[src/rtl/switch_debouncer.sv]
// Sixteen-channel switch debouncer: two-flop synchronizer, shared sample tick, per-bit agreement counter.
// Optional sticky change flags are enabled with macro SW_STICKY_EN.
module switch_debouncer #(
  parameter int TICK_DIV     = 100000,
  parameter int STABLE_TICKS = 10
) (
  input  logic        clk,
  input  logic        rst,
  input  logic [15:0] sw_raw,
`ifdef SW_STICKY_EN
  input  logic        chg_clr,
  output logic [15:0] chg_sticky,
`endif
  output logic [15:0] io_rdata_switch,
  output logic        sw_changed,
  output logic [15:0] sw_change_mask
);

  localparam int PW = (TICK_DIV > 1) ? $clog2(TICK_DIV) : 1;

  logic [15:0]   sync1_q, sync2_q;
  logic [PW-1:0] presc_q, presc_d;
  logic          tick;
  logic [7:0]    cnt_q [16];
  logic [7:0]    cnt_d [16];
  logic [15:0]   deb_q, deb_d;
  logic [15:0]   mask_q, mask_d;
  logic          changed_q;

  assign tick    = (presc_q == PW'(TICK_DIV - 1));
  assign presc_d = tick ? '0 : presc_q + PW'(1);

  // A bit's counter only survives while every edge disagrees; any agreeing edge restarts it.
  always_comb begin
    deb_d  = deb_q;
    mask_d = '0;
    for (int i = 0; i < 16; i++) begin
      cnt_d[i] = cnt_q[i];
      if (sync2_q[i] == deb_q[i]) begin
        cnt_d[i] = '0;
      end else if (tick) begin
        if (cnt_q[i] == 8'(STABLE_TICKS - 1)) begin
          deb_d[i]  = sync2_q[i];
          mask_d[i] = 1'b1;
          cnt_d[i]  = '0;
        end else begin
          cnt_d[i] = cnt_q[i] + 8'd1;
        end
      end
    end
  end

  always_ff @(posedge clk) begin
    if (rst) begin
      sync1_q   <= '0;
      sync2_q   <= '0;
      presc_q   <= '0;
      deb_q     <= '0;
      mask_q    <= '0;
      changed_q <= 1'b0;
      for (int i = 0; i < 16; i++) cnt_q[i] <= '0;
    end else begin
      sync1_q   <= sw_raw;
      sync2_q   <= sync1_q;
      presc_q   <= presc_d;
      deb_q     <= deb_d;
      mask_q    <= mask_d;
      changed_q <= |mask_d;
      for (int i = 0; i < 16; i++) cnt_q[i] <= cnt_d[i];
    end
  end

`ifdef SW_STICKY_EN
  logic [15:0] sticky_q, sticky_d;

  // A set on the clearing edge still lands, so no update is ever lost.
  assign sticky_d = (chg_clr ? 16'h0000 : sticky_q) | mask_d;

  always_ff @(posedge clk) begin
    if (rst) sticky_q <= '0;
    else     sticky_q <= sticky_d;
  end

  assign chg_sticky = sticky_q;
`endif

  assign io_rdata_switch = deb_q;
  assign sw_change_mask  = mask_q;
  assign sw_changed      = changed_q;

endmodule

[config.mk]
export PLATFORM = sky130hd
export DESIGN_NAME = switch_debouncer
export DESIGN_NICKNAME = d
export VERILOG_FILES = /design/src/rtl/switch_debouncer.sv
export SDC_FILE = /design/constraint.sdc
export NUM_CORES = 1
export LEC_CHECK = 0
export CAP_MARGIN = 25
export CORE_UTILIZATION = 59
export CTS_CLUSTER_SIZE = 16
export DETAILED_ROUTE_END_ITERATION = 16
export GPL_ROUTABILITY_DRIVEN = 0
export PLACE_DENSITY_LB_ADDON = 0.1
export SLEW_MARGIN = 20
export SYNTH_ARGS = -nofsm -noshare
export SYNTH_HDL_FRONTEND = slang
export SYNTH_SLANG_ARGS = --single-unit
export TNS_END_PERCENT = 30
[constraint.sdc]
create_clock -name clk -period 2.3 [get_ports clk]
set_input_delay 0.345 -clock clk [delete_from_list [all_inputs] [get_ports clk]]
set_output_delay 0.345 -clock clk [all_outputs]
set_load 0.02 [all_outputs]
# --- Word-level counts from Yosys, hierarchy flattened ---
# Memories as Yosys holds them, arrays and structs flattened.
# Cells that the tools add are included.
classes:
  add_sub_neg: 17
  mul: 0
  n_div: 0
  n_lt_le_gt_ge: 0
  n_eq_ne: 33
  shifts: 0
  mux: 115
  n_bitwise: 32
  reduce_logical: 18
ops:
  columns: ["cell", "count"]
  rows:
  - ["$mux 8", 64]
  - ["$add 8x1->8 const B", 16]
  - ["$eq 8x4->1 const B", 16]
  - ["$mux 1", 51]
  - ["$reduce_and 3->1", 16]
  - ["$add 17x1->17 const B", 1]
  - ["$eq 17x17->1 const B", 1]
  - ["$eq 1x1->1", 16]
  - ["$not 1->1", 16]
  - ["$or 1x1->1", 16]
  - ["$reduce_or 16->1", 1]
  - ["$reduce_or 2->1", 1]
totals:
  regBits: 82
  latch_bits: 0
  ram_bits: 128
  mem_bits_ro: 0
  inputBits: 18
  out_inout_bits: 33
  elab_cells: 237
  memories: 1
memory_table:
  columns: ["memory", "depth", "width", "rd", "rd_clocked_by_memory_dff", "wr", "line", "rtl"]
  rows:
  - ["cnt_q", 16, 8, 16, 0, 16, "24", "logic [7:0] cnt_q [16];"]

# --- Longest topological paths before layout ---
logic_depth:
  depth_word: 5
  ltp_mapped: 10
  ltp_nobuf: 7

# --- Least setup slack after synthesis ---
# Ideal clock, no wire load.
synth_path:
  path_kind: "flip-flop to flip-flop"
  startpoint: "register presc_q[0]"
  endpoint: "memory cnt_q[9][1] (netlist: cnt_q[1][9])"
  t_arrival_ps: 1743
  slack_ps: 472
  path_stages_with_launch: 10
  n_path_buf: 3
  period_less_slack_ps: 1828
  cell_sequence: "dfxtp_1 ha_1 and4_1 clkbuf_2 and4_1 buf_4 buf_6 nand4_2 nand3b_2 a211oi_1"
synth_lines:
  columns: ["element", "line", "rtl"]
  rows:
  - ["from (decl)", "22", "logic [PW-1:0] presc_q, presc_d;"]
  - ["from (signal assigned)", "65", "presc_q <= presc_d;"]
  - ["to (decl)", "24", null]

==> run metrics <==
status completed; row count 44; Hold EP io_rdata_switch[8]$_SDFFE_PP0P_; FF+latch count, synth 210; hold crit path type primary input to register; GRT overflow 0; post-layout min period 2.118 ns; r2r setup slk about 0.18 ns; Num CTS Buffers 22; PD cells 685.8 nW/um2; largest net degree at the start of global routing 43; Internal around 5.6 mW; Post-Syn Area per Cell 9.509 um2; Post-layout nets approximately 1000; crit start category register; Top-Level Pins 51; H-tree levels 1; commonest non-fill, non-tap cell in the layout dfxtp_1; vias per cell approximately 5.5; Max VDD drop between 500 and 600 uV; Layout area overhead 15.15%; critical path's largest stage delay 0.35 ns; commonest non-fill, non-tap cells in the layout dfxtp_1, nor2_1, xor2_1; Critical Path AT 2.50 ns; Worst path slowest cell nand3b_1; CP Max Fanout 16; hold_buf cts 0; Least-Margin Pin Slew 0.4553 ns; Max clock buf depth 3; Largest delay share family, worst path simple AND/OR/NAND/NOR gates; CP bufs+invs 1; die width approximately 130 um; cells on worst reg2reg path 7; core area 14640 um2; clock root buffer master clkbuf_16; Final Slew Violations 0; number of port buffers 50; FMAX about 0.47 GHz; drt wl/cell 14.16 um; Hold WS 0.2972 ns; WP data required roughly 2.7 ns; Critical Path Start presc_q[0]$_SDFF_PP0_; CTS Sinks 210; Syn Nets 991; final clock skew about 0.013 ns; sequential fraction of the synthesis area 47.03%; R2R Path Start presc_q[0]$_SDFF_PP0_; top cells by area, synth dfxtp_1, xor2_1, nor2_1; global-route wire length before repair just under 30000 um; Yosys top cell by area dfxtp_1; Post-CTS Setup Inserts 0; Setup crit end kind register; vias in the first global route around 6000; DRT antenna net count 0; Initial Util between 60 and 70%; CTS tree built; critical-path cell list ha_1 > and4_1 > and4_2 > buf_12 > nand4_1 > nand3b_1 > nor2_1; Hold Path Cell Cnt 2; switch share about a fifth; WL final approximately 17000 um; Die H ~130 um; Psw 1.415 mW; routed vias ~6500; Cell Area, Synth between 8000 and 9000 um2; CP Class register to register; Gate power share 1.9%; DRC 0; final core occ 70.28%; final setup fails 0; antenna cell count 0; antenna violations before repair 0; clock group share of total power a little under half; Post-CTS Resized 0; setup TNS 0 ns; Tcrit/Tclk final between 90% and 100%; number of max-cap violations 0; DRC violation total after the first TritonRoute iteration about 310; Synth top area share between 40% and 50%; library cells used by synthesis 35; Pleak 3.698 nW; Syn Inst Count 940; hold path start rst; Die ar. ~16000 um2; RSZ-0062 raised after global routing false; Clock transition at path regs 0.06 ns; Tot GR Track Use approximately 22%; Yosys warning count 0; fillcell total 1147; share of cells above drive strength 1 between 5 and 6%; PnR Total Power about 7 mW; drt first pass iters 6; slew margin rel. between 60% and 70%; worst skew pair latency roughly 0.50 ns; Post-DP HPWL 11290 um; Final Hold Fails 0; reg-to-reg critical path endpoint cnt_q[0][29]$_SDFFE_PP0N_; Flop pwr share ~52%
flip-flops by register name, indices dropped and copies added (netlist names):
name             cells
sw_change_mask      16
cnt_q              128
sw_changed           1
sync1_q             16
presc_q             17
sync2_q             16
io_rdata_switch     16
cells by family after synthesis:
kind of cell	synth area share, %
adder cells (fa/ha/maj)	4.619
multiplexers	1.792
XOR/XNOR	13.52
flip-flops	47.03
AO/OA/AOI/OAI	2.002
buffers and inverters	2.855
AND/OR/NAND/NOR	28.18
through the flow:
step	instances	setup slack, ns	cell area [um2]
floorplan	940	0.4718	8939
global placement	1157	0.2469	9643
detailed placement	1157	0.1691	9643
CTS	1189	0.1538	10290
global route	1189	0.009436	10290
finish	1189	0.1816	10290
per-layer routing:
layer	up-vias	GRT usage, %	part of all wire, %
li1	3362	-	-
met1	3039	30.62	50
met2	86	35.56	45
met3	26	3.637	3.2
met4	0	5.595	1.8
met5	-	0	0
worst max-delay path by stage:
stage | cells past startpoint | to
after floorplan | 9 | cnt_q[1][9]$_SDFFE_PP0N_
after CTS | 7 | cnt_q[0][25]$_SDFFE_PP0N_
after global placement | 7 | cnt_q[1][41]$_SDFFE_PP0N_
after global routing | 7 | cnt_q[0][28]$_SDFFE_PP0N_
after detailed placement | 7 | cnt_q[0][8]$_SDFFE_PP0N_
final | 7 | cnt_q[0][29]$_SDFFE_PP0N_
layout make-up:
type	count	area, um2	share of cell area, %
multi-input cells	679	4483	43.56
flip-flops and latches	210	4204	40.85
repair buffers	64	650.6	6.321
clock buffers	28	593.1	5.762
well taps	184	230.2	2.237
inverters	20	75.07	0.7294
clock inverters	4	56.30	0.5470
power groups by stage:
stage | Clock [mW] | Sequential (mW) | Combinational (mW)
floorplan | 0 | 3.76 | 0.0762
global placement | 0 | 3.76 | 0.131
detailed placement | 0 | 3.76 | 0.132
CTS | 3.34 | 3.68 | 0.132
global route | 3.48 | 3.68 | 0.146
finish | 3.24 | 3.68 | 0.131
cells in the mapped netlist:
cell type,n
xnor2_1,41
nor2_1,187
a21oi_1,5
and2_1,2
buf_2,8
clkbuf_1,11
nand3_1,23
nor4_1,1
dfxtp_1,210
nor2b_1,32
nand2_1,24
nor3_1,7
nor4b_1,15
nor4b_4,1
and3_1,17
buf_4,6
nand2b_1,2
and4bb_2,2
o2111ai_1,1
nand4_1,93
xor2_1,97
inv_1,20
nand3b_2,1
mux2i_1,16
clkbuf_2,1
and4_1,21
buf_1,1
a211oi_1,16
nand4_2,2
o21ai_0,5
nor3b_1,16
ha_1,33
nand3b_1,14
or3_1,5
buf_6,4
(Power assumes the default switching activity.)
